`src/rtl/rtc_pkg.sv`:
```
// Shared types and BCD limits for the RTC time-setting front end.
package rtc_pkg;

  typedef enum logic [1:0] {
    IDLE   = 2'd0,
    EDIT_H = 2'd1,
    EDIT_M = 2'd2,
    COMMIT = 2'd3
  } rtc_state_e;

  typedef struct packed {
    rtc_state_e state;
    logic       mode_level;
    logic       inc_level;
  } rtc_dbg_t;

  localparam logic [1:0] HOURS_TENS_MAX = 2'd2;
  localparam int         HOURS_MAX      = 23;
  localparam logic [3:0] MIN_TENS_MAX   = 4'd5;
  localparam logic [3:0] DIGIT_MAX      = 4'd9;

  // Returns {tens, ones}; 23 wraps to 00, a ones digit of 9 carries into tens.
  function automatic logic [5:0] inc_hours(input logic [1:0] h10, input logic [3:0] h1);
    if ((int'(h10) * 10 + int'(h1)) == HOURS_MAX) return 6'd0;
    if (h1 == DIGIT_MAX) return {h10 + 2'd1, 4'd0};
    return {h10, h1 + 4'd1};
  endfunction

  // Returns {tens, ones}; 59 wraps to 00 with no carry out.
  function automatic logic [7:0] inc_minutes(input logic [3:0] m10, input logic [3:0] m1);
    if (m1 != DIGIT_MAX) return {m10, m1 + 4'd1};
    if (m10 == MIN_TENS_MAX) return 8'd0;
    return {m10 + 4'd1, 4'd0};
  endfunction

endpackage

```
`src/rtl/btn_debounce.sv`:
```
// Button front end: 2-FF synchronizer, stability counter and a one-cycle
// pulse on each accepted 0->1 transition.
module btn_debounce #(
  parameter int DEBOUNCE_CYCLES = 500000
) (
  input  logic clk_i,
  input  logic rst_i,
  input  logic btn_i,
  output logic level_o,
  output logic press_o
);
  localparam int CW = $clog2(DEBOUNCE_CYCLES + 1);
  localparam logic [CW-1:0] CNT_MAX = CW'(DEBOUNCE_CYCLES - 1);

  logic          sync1_q, sync2_q, level_q, press_q;
  logic [CW-1:0] cnt_q;

  always_ff @(posedge clk_i or posedge rst_i) begin
    if (rst_i) begin
      sync1_q <= 1'b0;
      sync2_q <= 1'b0;
      level_q <= 1'b0;
      press_q <= 1'b0;
      cnt_q   <= '0;
    end else begin
      sync1_q <= btn_i;
      sync2_q <= sync1_q;
      press_q <= 1'b0;
      // Any sample equal to the accepted level restarts the stability count.
      if (sync2_q == level_q) begin
        cnt_q <= '0;
      end else if (cnt_q == CNT_MAX) begin
        cnt_q   <= '0;
        level_q <= sync2_q;
        press_q <= sync2_q;
      end else begin
        cnt_q <= cnt_q + 1'b1;
      end
    end
  end

  assign level_o = level_q;
  assign press_o = press_q;
endmodule

```
`src/rtl/rtc_time_set.sv`:
```
// Button-driven hours/minutes editor with blink mask and valid/ready load.
// Optional auto-repeat on a held INC button: define RTC_SET_AUTOREPEAT_EN.
module rtc_time_set
  import rtc_pkg::*;
#(
  parameter int CLK_HZ          = 50000000,
  parameter int DEBOUNCE_CYCLES = 500000,
  parameter int TIMEOUT_S       = 30
) (
  input  logic       clk_i,
  input  logic       rst_i,
  input  logic       btn_mode_i,
  input  logic       btn_inc_i,
  input  logic [1:0] cur_hours_10_i,
  input  logic [3:0] cur_hours_1_i,
  input  logic [3:0] cur_minutes_10_i,
  input  logic [3:0] cur_minutes_1_i,
  output logic [1:0] set_hours_10_o,
  output logic [3:0] set_hours_1_o,
  output logic [3:0] set_minutes_10_o,
  output logic [3:0] set_minutes_1_o,
  output logic       set_valid_o,
  input  logic       set_ready_i,
  output logic       editing_o,
  output logic [3:0] blink_mask_o,
  output rtc_dbg_t   dbg_o
);
  // Load handshake: set_valid_o rises in COMMIT, holds with set_* frozen, and
  // the transfer happens on the clock edge where set_valid_o && set_ready_i.
  localparam int TO_CYC = TIMEOUT_S * CLK_HZ;
  localparam int TW     = $clog2(TO_CYC + 1);
  localparam logic [TW-1:0] TO_MAX = TW'(TO_CYC - 1);
  localparam int BL     = CLK_HZ / 4;
  localparam int BW     = $clog2(BL + 1);
  localparam logic [BW-1:0] BL_MAX = BW'(BL - 1);

  rtc_state_e state_q, state_d;
  logic mode_lvl, mode_p, inc_lvl, inc_press, inc_p, any_p, in_edit, to_hit;
  logic [TW-1:0] to_cnt_q;
  logic [BW-1:0] bcnt_q, bcnt_d;
  logic phase_q, phase_d;
  logic [1:0] sh_h10_q;
  logic [3:0] sh_h1_q, sh_m10_q, sh_m1_q;
  logic [3:0] mask_d;

  btn_debounce #(.DEBOUNCE_CYCLES(DEBOUNCE_CYCLES)) u_mode (
    .clk_i(clk_i), .rst_i(rst_i), .btn_i(btn_mode_i), .level_o(mode_lvl), .press_o(mode_p)
  );
  btn_debounce #(.DEBOUNCE_CYCLES(DEBOUNCE_CYCLES)) u_inc (
    .clk_i(clk_i), .rst_i(rst_i), .btn_i(btn_inc_i), .level_o(inc_lvl), .press_o(inc_press)
  );

  assign in_edit = (state_q == EDIT_H) || (state_q == EDIT_M);

`ifdef RTC_SET_AUTOREPEAT_EN
  localparam int RW = $clog2(CLK_HZ / 2 + 1);
  localparam logic [RW-1:0] REP_FIRST = RW'(CLK_HZ / 2 - 1);
  localparam logic [RW-1:0] REP_NEXT  = RW'(CLK_HZ / 5 - 1);
  logic [RW-1:0] rep_cnt_q;
  logic rep_first_q, rep_p;

  assign rep_p = in_edit && inc_lvl && (rep_cnt_q == (rep_first_q ? REP_FIRST : REP_NEXT));

  always_ff @(posedge clk_i or posedge rst_i) begin
    if (rst_i) begin
      rep_cnt_q   <= '0;
      rep_first_q <= 1'b1;
    end else if (!inc_lvl || !in_edit) begin
      rep_cnt_q   <= '0;
      rep_first_q <= 1'b1;
    end else if (rep_p) begin
      rep_cnt_q   <= '0;
      rep_first_q <= 1'b0;
    end else begin
      rep_cnt_q <= rep_cnt_q + 1'b1;
    end
  end
  assign inc_p = inc_press | rep_p;
`else
  assign inc_p = inc_press;
`endif

  assign any_p  = mode_p | inc_p;
  assign to_hit = in_edit && !any_p && (to_cnt_q == TO_MAX);

  always_comb begin
    state_d = state_q;
    case (state_q)
      IDLE:   if (mode_p) state_d = EDIT_H;
      EDIT_H: if (mode_p) state_d = EDIT_M; else if (to_hit) state_d = IDLE;
      EDIT_M: if (mode_p) state_d = COMMIT; else if (to_hit) state_d = IDLE;
      COMMIT: if (set_ready_i) state_d = IDLE;
      default: state_d = IDLE;
    endcase
  end

  always_comb begin
    bcnt_d  = bcnt_q + 1'b1;
    phase_d = phase_q;
    if (any_p) begin
      bcnt_d  = '0;
      phase_d = 1'b0;
    end else if (bcnt_q == BL_MAX) begin
      bcnt_d  = '0;
      phase_d = ~phase_q;
    end
    mask_d = 4'b0000;
    if (state_d == EDIT_H) mask_d = {phase_d, phase_d, 2'b00};
    else if (state_d == EDIT_M) mask_d = {2'b00, phase_d, phase_d};
  end

  always_ff @(posedge clk_i or posedge rst_i) begin
    if (rst_i) begin
      state_q      <= IDLE;
      to_cnt_q     <= '0;
      bcnt_q       <= '0;
      phase_q      <= 1'b0;
      editing_o    <= 1'b0;
      blink_mask_o <= 4'b0000;
    end else begin
      state_q      <= state_d;
      to_cnt_q     <= (in_edit && !any_p) ? to_cnt_q + 1'b1 : '0;
      bcnt_q       <= bcnt_d;
      phase_q      <= phase_d;
      editing_o    <= (state_d == EDIT_H) || (state_d == EDIT_M);
      blink_mask_o <= mask_d;
    end
  end

  // Mode beats INC in the same cycle, so INC edits only when mode_p is low.
  always_ff @(posedge clk_i or posedge rst_i) begin
    if (rst_i) begin
      sh_h10_q <= '0;
      sh_h1_q  <= '0;
      sh_m10_q <= '0;
      sh_m1_q  <= '0;
    end else if (state_q == IDLE && mode_p) begin
      sh_h10_q <= cur_hours_10_i;
      sh_h1_q  <= cur_hours_1_i;
      sh_m10_q <= cur_minutes_10_i;
      sh_m1_q  <= cur_minutes_1_i;
    end else if (state_q == EDIT_H && !mode_p && inc_p) begin
      {sh_h10_q, sh_h1_q} <= inc_hours(sh_h10_q, sh_h1_q);
    end else if (state_q == EDIT_M && !mode_p && inc_p) begin
      {sh_m10_q, sh_m1_q} <= inc_minutes(sh_m10_q, sh_m1_q);
    end
  end

  assign set_hours_10_o   = sh_h10_q;
  assign set_hours_1_o    = sh_h1_q;
  assign set_minutes_10_o = sh_m10_q;
  assign set_minutes_1_o  = sh_m1_q;
  assign set_valid_o      = (state_q == COMMIT);
  assign dbg_o            = '{state: state_q, mode_level: mode_lvl, inc_level: inc_lvl};
endmodule
```
`config.mk`:
```
export PLATFORM = sky130hd
export DESIGN_NAME = rtc_time_set
export DESIGN_NICKNAME = d
export VERILOG_FILES = /design/src/rtl/rtc_pkg.sv /design/src/rtl/btn_debounce.sv /design/src/rtl/rtc_time_set.sv
export SDC_FILE = /design/constraint.sdc
export NUM_CORES = 1
export LEC_CHECK = 0
export CAP_MARGIN = 20
export CORE_AREA = 2 2 160 162
export DETAILED_ROUTE_END_ITERATION = 7
export DIE_AREA = 0 0 162 164
export GPL_TIMING_DRIVEN = 0
export SLEW_MARGIN = 25
export SYNTH_ARGS = -nofsm -noshare
export SYNTH_HDL_FRONTEND = slang
export SYNTH_SLANG_ARGS = --single-unit
```
`constraint.sdc`:
```
create_clock -name clk_i -period 5.8 [get_ports clk_i]
set_input_delay 1.16 -clock clk_i [delete_from_list [all_inputs] [get_ports clk_i]]
set_output_delay 1.16 -clock clk_i [all_outputs]
set_load 0.01 [all_outputs]
```
==> impl_metrics.yaml, run 1 <==
grt:
  grt_pass1_vias: 4945
  grt_overflow: 0
  grt_usage_pct: 11.2
  grt_max_degree: 63
  antenna_found_initial: 0
  grt_pass1_wl_mm: 24.1
critical_path:
  crit_top_cell: "ha_1"
  crit_cells: 9
  worst-setup-path-type: "reg2reg"
  max_stage_delay_ns: 0.49
  worst_r2r_path_depth: 9
  cp_slowest_cell: "nor4_1"
  cp-end-kind: "flop"
  arrival_ns: 3.22
  critPathMaxFanout: 4
  cp_cell_sequence: "inv_1, ha_1, nor3b_1, nand4_1, nor4_1, a21boi_0, ha_1, nand4bb_1, mux2i_1"
  crit_required_ns: 6.13
  path_buf_inv: 1
  startpoint_type: "flop"
  path_delay_family: "simple AND/OR/NAND/NOR gates"
synth:
  yosys_warnings: 0
  async_flop_share_pct: 100
  synthesis.area_mm2: 0.00657
  synth-edff-count: 0
  synth_top_area_share_pct: 46.1
  yosysSeqAreaShare_pct: 46.1
  avgSynthCellArea_um2: 9.65
  netlist.top_cell.by_area: "dfrtp_1"
  ys_types: 62
  synth_area_leaders: "dfrtp_1 46%, nor2_1 3.8%, xnor2_1 3.7%, ha_1 3.4%, a21oi_1 3.0%"
  ys_seq_elements: 121
  ys.flop_type: "dfrtp_1"
  syn_inst: 681
  syn_nets: 719
status:
  status: "completed"
sta:
  worst_clock_skew_ns: 0.00883
  finalCritPeriodShare_pct: 49.9
  maxSlewHeadroom_pct: 59.1
  drv_slew: 0
  worstMarginPinSlew_ns: 0.608
  setup-violations-final: 0
  rsz0062_at_grt: "false"
  post-route-min-period_ns: 2.90
  setup_ws_ns: 2.90
  finalHoldViolCount: 0
  fmax_mhz: 345
placed_design:
  dpl_cell_area_mm2: 0.00744
  dp_hpwl_mm: 9.72
  pre_cts_ws_ns: 2.82
  port_buffers: 42
  gp_congestion: 0.757
drt:
  totalWireLength_mm: 14.2
  met1_length_mm: 7.16
  dr.first_iter.drc_count: 346
  met3_length_um: 478
  antenna_left: 0
  drtPass1Iterations: 5
  met2_length_mm: 6.40
  wl_per_cell_um: 13.1
  drc_errors: 0
  routed_via_density: 4.86
  routed.top_layer: "met4"
  vias: 5266
pwr:
  finalPower_uw: 1850
  pwr-share-comb_pct: 2.7
  ir_worst_vdd_uv: 113
  clockPowerShare_pct: 50.9
  powerDensity_mw_per_mm2: 232
  pwr-share-seq_pct: 46.4
  switching_share_pct: 21.1
  leakagePower_uw: 0.00313
  p_switching_uw: 390
  internal_power_uw: 1460
layout:
  nFillCells: 2583
  diodes: 0
  nets: 781
  fin_area_mm2: 0.00796
  syn_to_final_growth_pct: 21.1
  final_layout_size_suffix_gt1_share_pct: 7.29
  fin_util_pct: 32.1
clock_network:
  cts_made_buffers: 17
  cts.sinks: 121
  postCtsSetupBuffers: 0
  cts.hold.buffers_added: 0
  clockRootBuffer: "clkbuf_16"
  clock_latency_ns: 0.41
  cts.htree.levels: 4
  path_clk_slew_ns: 0.05
  cts_buffer_depth: 2
  cts_resized: 0
  tritoncts: "done"
die:
  initial_core_util_pct: 26.5
  die_y_um: 164
  rows: 58
  dieWidth_um: 162
  die_area_mm2: 0.0266
  pin_count: 43
  core_area_mm2: 0.0248
hold_path:
  min_path_type: "reg2reg"
  hold_depth: 0
job:
  max_cap_violations: 0
==> registers in the layout, indices dropped and copies added (netlist names), 2 cells and up <==
name              cells
u_inc.cnt_q          19
state_q               2
bcnt_q               24
blink_mask_o          2
set_hours_1_o         4
to_cnt_q             31
set_minutes_10_o      4
set_minutes_1_o       4
u_mode.cnt_q         19
set_hours_10_o        2
==> cells by family (layout without fill, tap and decap cells) <==
kind of cell | count (synthesis) | count (layout) | share of synthesized area, %
XOR/XNOR | 50 | 50 | 6.66
buffers and inverters | 54 | 127 | 3.62
flip-flops | 121 | 121 | 46.1
adder cells (fa/ha/maj) | 19 | 19 | 3.73
AND/OR/NAND/NOR | 306 | 306 | 26.4
multiplexers | 8 | 8 | 1.28
AO/OA/AOI/OAI | 123 | 123 | 12.2
==> worst paths after layout <==
check	startpoint	end	slack, ns
max	state_q[0]	blink_mask_o[1]	2.90
min	u_inc.sync1_q	u_inc.sync2_q	0.35
max reg2reg	state_q[0]	blink_mask_o[1]	2.90
min reg2reg	u_inc.sync1_q	u_inc.sync2_q	0.35
max in group asynchronous	rst_i	state_q[1]	3.98
min in group asynchronous	rst_i	u_mode.cnt_q[16]	1.17
==> metal layers <==
metal  vias up  GRT usage (%)
met2       100           17.4
met1      2531           15.0
met4         0           4.42
met5         -              0
li1       2628              -
met3         7           2.73
==> metrics by stage <==
step	setup TNS [ns]	cells	hold WS, ns
finish	0	1084	0.345
global route	0	1084	0.351
CTS	0	1084	0.346
detailed placement	0	1054	0.335
global placement	-66.93	1053	0.335
floorplan	0	681	0.331
==> cell type report <==
type | count | area [um2] | area share [%]
Multi-Input combinational cell | 506 | 3310 | 41.6
Sequential cell | 121 | 3030 | 38.0
Clock inverter | 3 | 15.0 | 0.189
Inverter | 27 | 109 | 1.37
Tap cell | 330 | 413 | 5.19
Clock buffer | 27 | 503 | 6.32
Buffer | 27 | 136 | 1.71
Timing Repair Buffer | 43 | 448 | 5.63
==> layout by cell type (no fill, tap or decap), types with 11 or more instances in the layout <==
cell	netlist	layout
dfrtp_1	121	121
nor2_1	66	66
nand2_1	43	43
clkdlybuf4s50_1	0	42
a21oi_1	40	40
nand3_1	37	37
o21ai_0	28	28
xnor2_1	28	28
inv_1	27	26
nand4_1	26	26
or3_1	26	26
xor2_1	22	22
clkbuf_1	14	20
ha_1	18	18
clkbuf_16	0	17
nor4_1	15	15
or4_1	15	15
and4_1	13	13
o31ai_1	13	13
nor3_1	11	11
==> power by group through the flow <==
stage                     combinational [uW]  sequential [uW]  clock, uW
after CTS                               51.6              856        968
after global placement                  48.5              871          0
after detailed placement                51.1              871          0
after global routing                    56.2              857       1010
final                                   49.2              857        940
after floorplan                         25.5              870          0
==> cells in the mapped netlist (all sizes together) (7+ instances only) <==
library cell and instances:
xor2 22, nand2b 7, o31ai 16, nor3 11
and4 13, buf 12, a21oi 40, or3 26
clkbuf 15, nand2 43, nand3 39, and2 8
nor2 66, inv 27, or4 16, nand4 30
nor4 15, o21ai 28, ha 18, xnor2 28
dfrtp 121
Note: power is estimated with default switching activity, not from simulation.
==> inputs of run 2 (changes only) <==
- clock period: 5.8 -> 2.6 ns (I/O delays scaled with it)
==> run 2 against run 1 <==
Register-to-register slack worse by 2.8 ns. First-iteration DRC count increased by 21%. Final cell count up 0.83%. Non-clock buffer count up 7. Maximum frequency rose by 16%. Largest power group unchanged. Via count is 1.2% higher. Global-route usage increased by 0.58 points. Sequential power is 120% higher. Final area increased by 3.0%. Sequential cell count did not move. Clock skew down 0.0017 ns. Critical path type unchanged. Highest routed layer unchanged.
==> impl_metrics.yaml, run 2 (synthesis results as in run 1) <==
placed_design:
  dp_cells: 1057
  port_buffers: 42
  dp_hpwl_mm: 10.1
  gp_congestion: 0.766
die:
  rows: 58
  dieWidth_um: 162
  die_y_um: 164
  pin_count: 43
  die_area_mm2: 0.0266
  core_area_mm2: 0.0248
  initial_core_util_pct: 26.5
layout:
  nFillCells: 2571
  largest_register: "to_cnt_q"
  layout_commonest_cell: "dfrtp_1"
  mostFrequentLayoutCells: "119 x dfrtp_1, 66 x nor2_1, 43 x nand2_1, 42 x clkdlybuf4s50_1, 40 x a21oi_1"
  largest_reg_flops: 31
  largestRegisters: "to_cnt_q (31), bcnt_q (24)"
  final_layout_size_suffix_gt1_share_pct: 9.17
  diodes: 0
  fin_cells: 1093
  nets: 788
  syn_to_final_growth_pct: 24.7
pwr:
  ir_worst_vdd_uv: 349
  powerDensity_mw_per_mm2: 564
  leakagePower_uw: 0.00325
  finalPower_uw: 4620
critical_path:
  critPathMaxFanout: 4
  arrival_ns: 2.84
  cp-end-kind: "flop"
  worst-setup-path-type: "reg2reg"
  crit_required_ns: 2.94
  startpoint_type: "flop"
sta:
  maxSlewHeadroom_pct: 60.7
  post-route-min-period_ns: 2.50
  drv_slew: 0
  worst_clock_skew_ns: 0.00712
  finalCritPeriodShare_pct: 96.3
  finalHoldViolCount: 0
  rsz0062_at_grt: "true"
  worstMarginPinSlew_ns: 0.587
  fmax_mhz: 400
  setup-violations-final: 0
hold_path:
  min_path_type: "reg2reg"
clock_network:
  cts_made_buffers: 17
  cts.hold.buffers_added: 0
  tritoncts: "done"
  cts.htree.levels: 4
  cts_buffer_depth: 2
  clockRootBuffer: "clkbuf_16"
  path_clk_slew_ns: 0.05
  clock_latency_ns: 0.42
  cts.sinks: 121
drt:
  met1_length_mm: 7.11
  met3_length_um: 488
  vias: 5327
  drc_errors: 0
  wl_per_cell_um: 13.3
  routed.top_layer: "met4"
  dr.first_iter.drc_count: 420
  drtPass1Iterations: 4
  totalWireLength_mm: 14.5
  met2_length_mm: 6.64
  routed_via_density: 4.87
  antenna_left: 0
grt:
  grt_pass1_vias: 5177
  grt_usage_pct: 11.7
  antenna_found_initial: 0
  grt_max_degree: 32
  grt_pass1_wl_mm: 25.4
  grt_overflow: 0
job:
  max_cap_violations: 0
status:
  status: "completed"
run 2: changes by cell type in the layout (fill, tap and decap cells not counted), sizes merged:
cell / before / now
bufinv: 0 / 5
buf: 13 / 20
clkinvlp: 0 / 1
inv: 27 / 26
clkbuf: 42 / 39
run 2: final timing paths:
path / start / cells past startpoint / slack (ns) / end
worst max-delay path: state_q[1] / 9 / 0.1 / blink_mask_o[1]
worst min-delay path: u_mode.sync1_q / 0 / 0.35 / u_mode.sync2_q
worst max register to register: state_q[1] / 9 / 0.1 / blink_mask_o[1]
worst min register to register: u_mode.sync1_q / 0 / 0.35 / u_mode.sync2_q
max in group asynchronous: rst_i / 3 / 1.69 / state_q[1]
min in group asynchronous: rst_i / 2 / 0.44 / bcnt_q[1]
run 2: timing repair:
item                                    4_1_cts  5_1_grt
cloned                                        0        0
endpoints found under the setup margin        4        2
endpoints found under the hold margin         0        0
buffers inserted                              0        4
pin swaps                                     0        2
resized for setup                             3        4
run 2: worst max-delay path, stage by stage (launching register included):
cell       delay, ns
dfrtp_2         0.38
inv_1           0.09
ha_1            0.32
nor3b_4         0.28
nand4_1         0.19
nor4_4          0.42
a21boi_1        0.15
ha_1            0.23
nand4bb_1       0.19
mux2i_1         0.16
run 2: final cells by class:
cell class / instances / area [um2] / area share [%]
multi-input combinational: 506 / 3330 / 40.7
sequential: 121 / 3030 / 37.0
timing repair buffer: 50 / 531 / 6.47
clock buffer: 24 / 482 / 5.88
tap: 330 / 413 / 5.04
clock inverter: 8 / 165 / 2.02
buffer: 27 / 136 / 1.66
inverter: 27 / 105 / 1.28
run 2: through the flow:
step / hold WS (ns) / worst slack [ns] / TNS (ns) / cell area [um2] / util, %
2_1_floorplan: 0.331 / 0.210 / 0 / 6580 / -
3_3_place_gp: 0.334 / -0.667 / -81.49 / 7410 / 29.9
3_5_place_dp: 0.335 / -0.441 / -1.08 / 7490 / 30.2
4_1_cts: 0.347 / 0.0233 / 0 / 8160 / 32.9
5_1_grt: 0.358 / -0.0399 / -0.0663 / 8200 / 33.0
6_report: 0.346 / 0.0970 / 0 / 8200 / 33.0
run 2: power by group:
part           internal, uW  leakage [uW]  switching [uW]  total, uW
clock                  1770      0.000318             819       2590
combinational          53.8       0.00137            66.1        120
sequential             1900       0.00157            12.6       1910
total                  3720       0.00325             897       4620
run 2: layer usage:
layer,vias to the layer above,GRT usage [%]
met5,-,0
met4,0,4.87
met3,18,2.70
met2,75,18.9
met1,2589,15.2
li1,2645,-
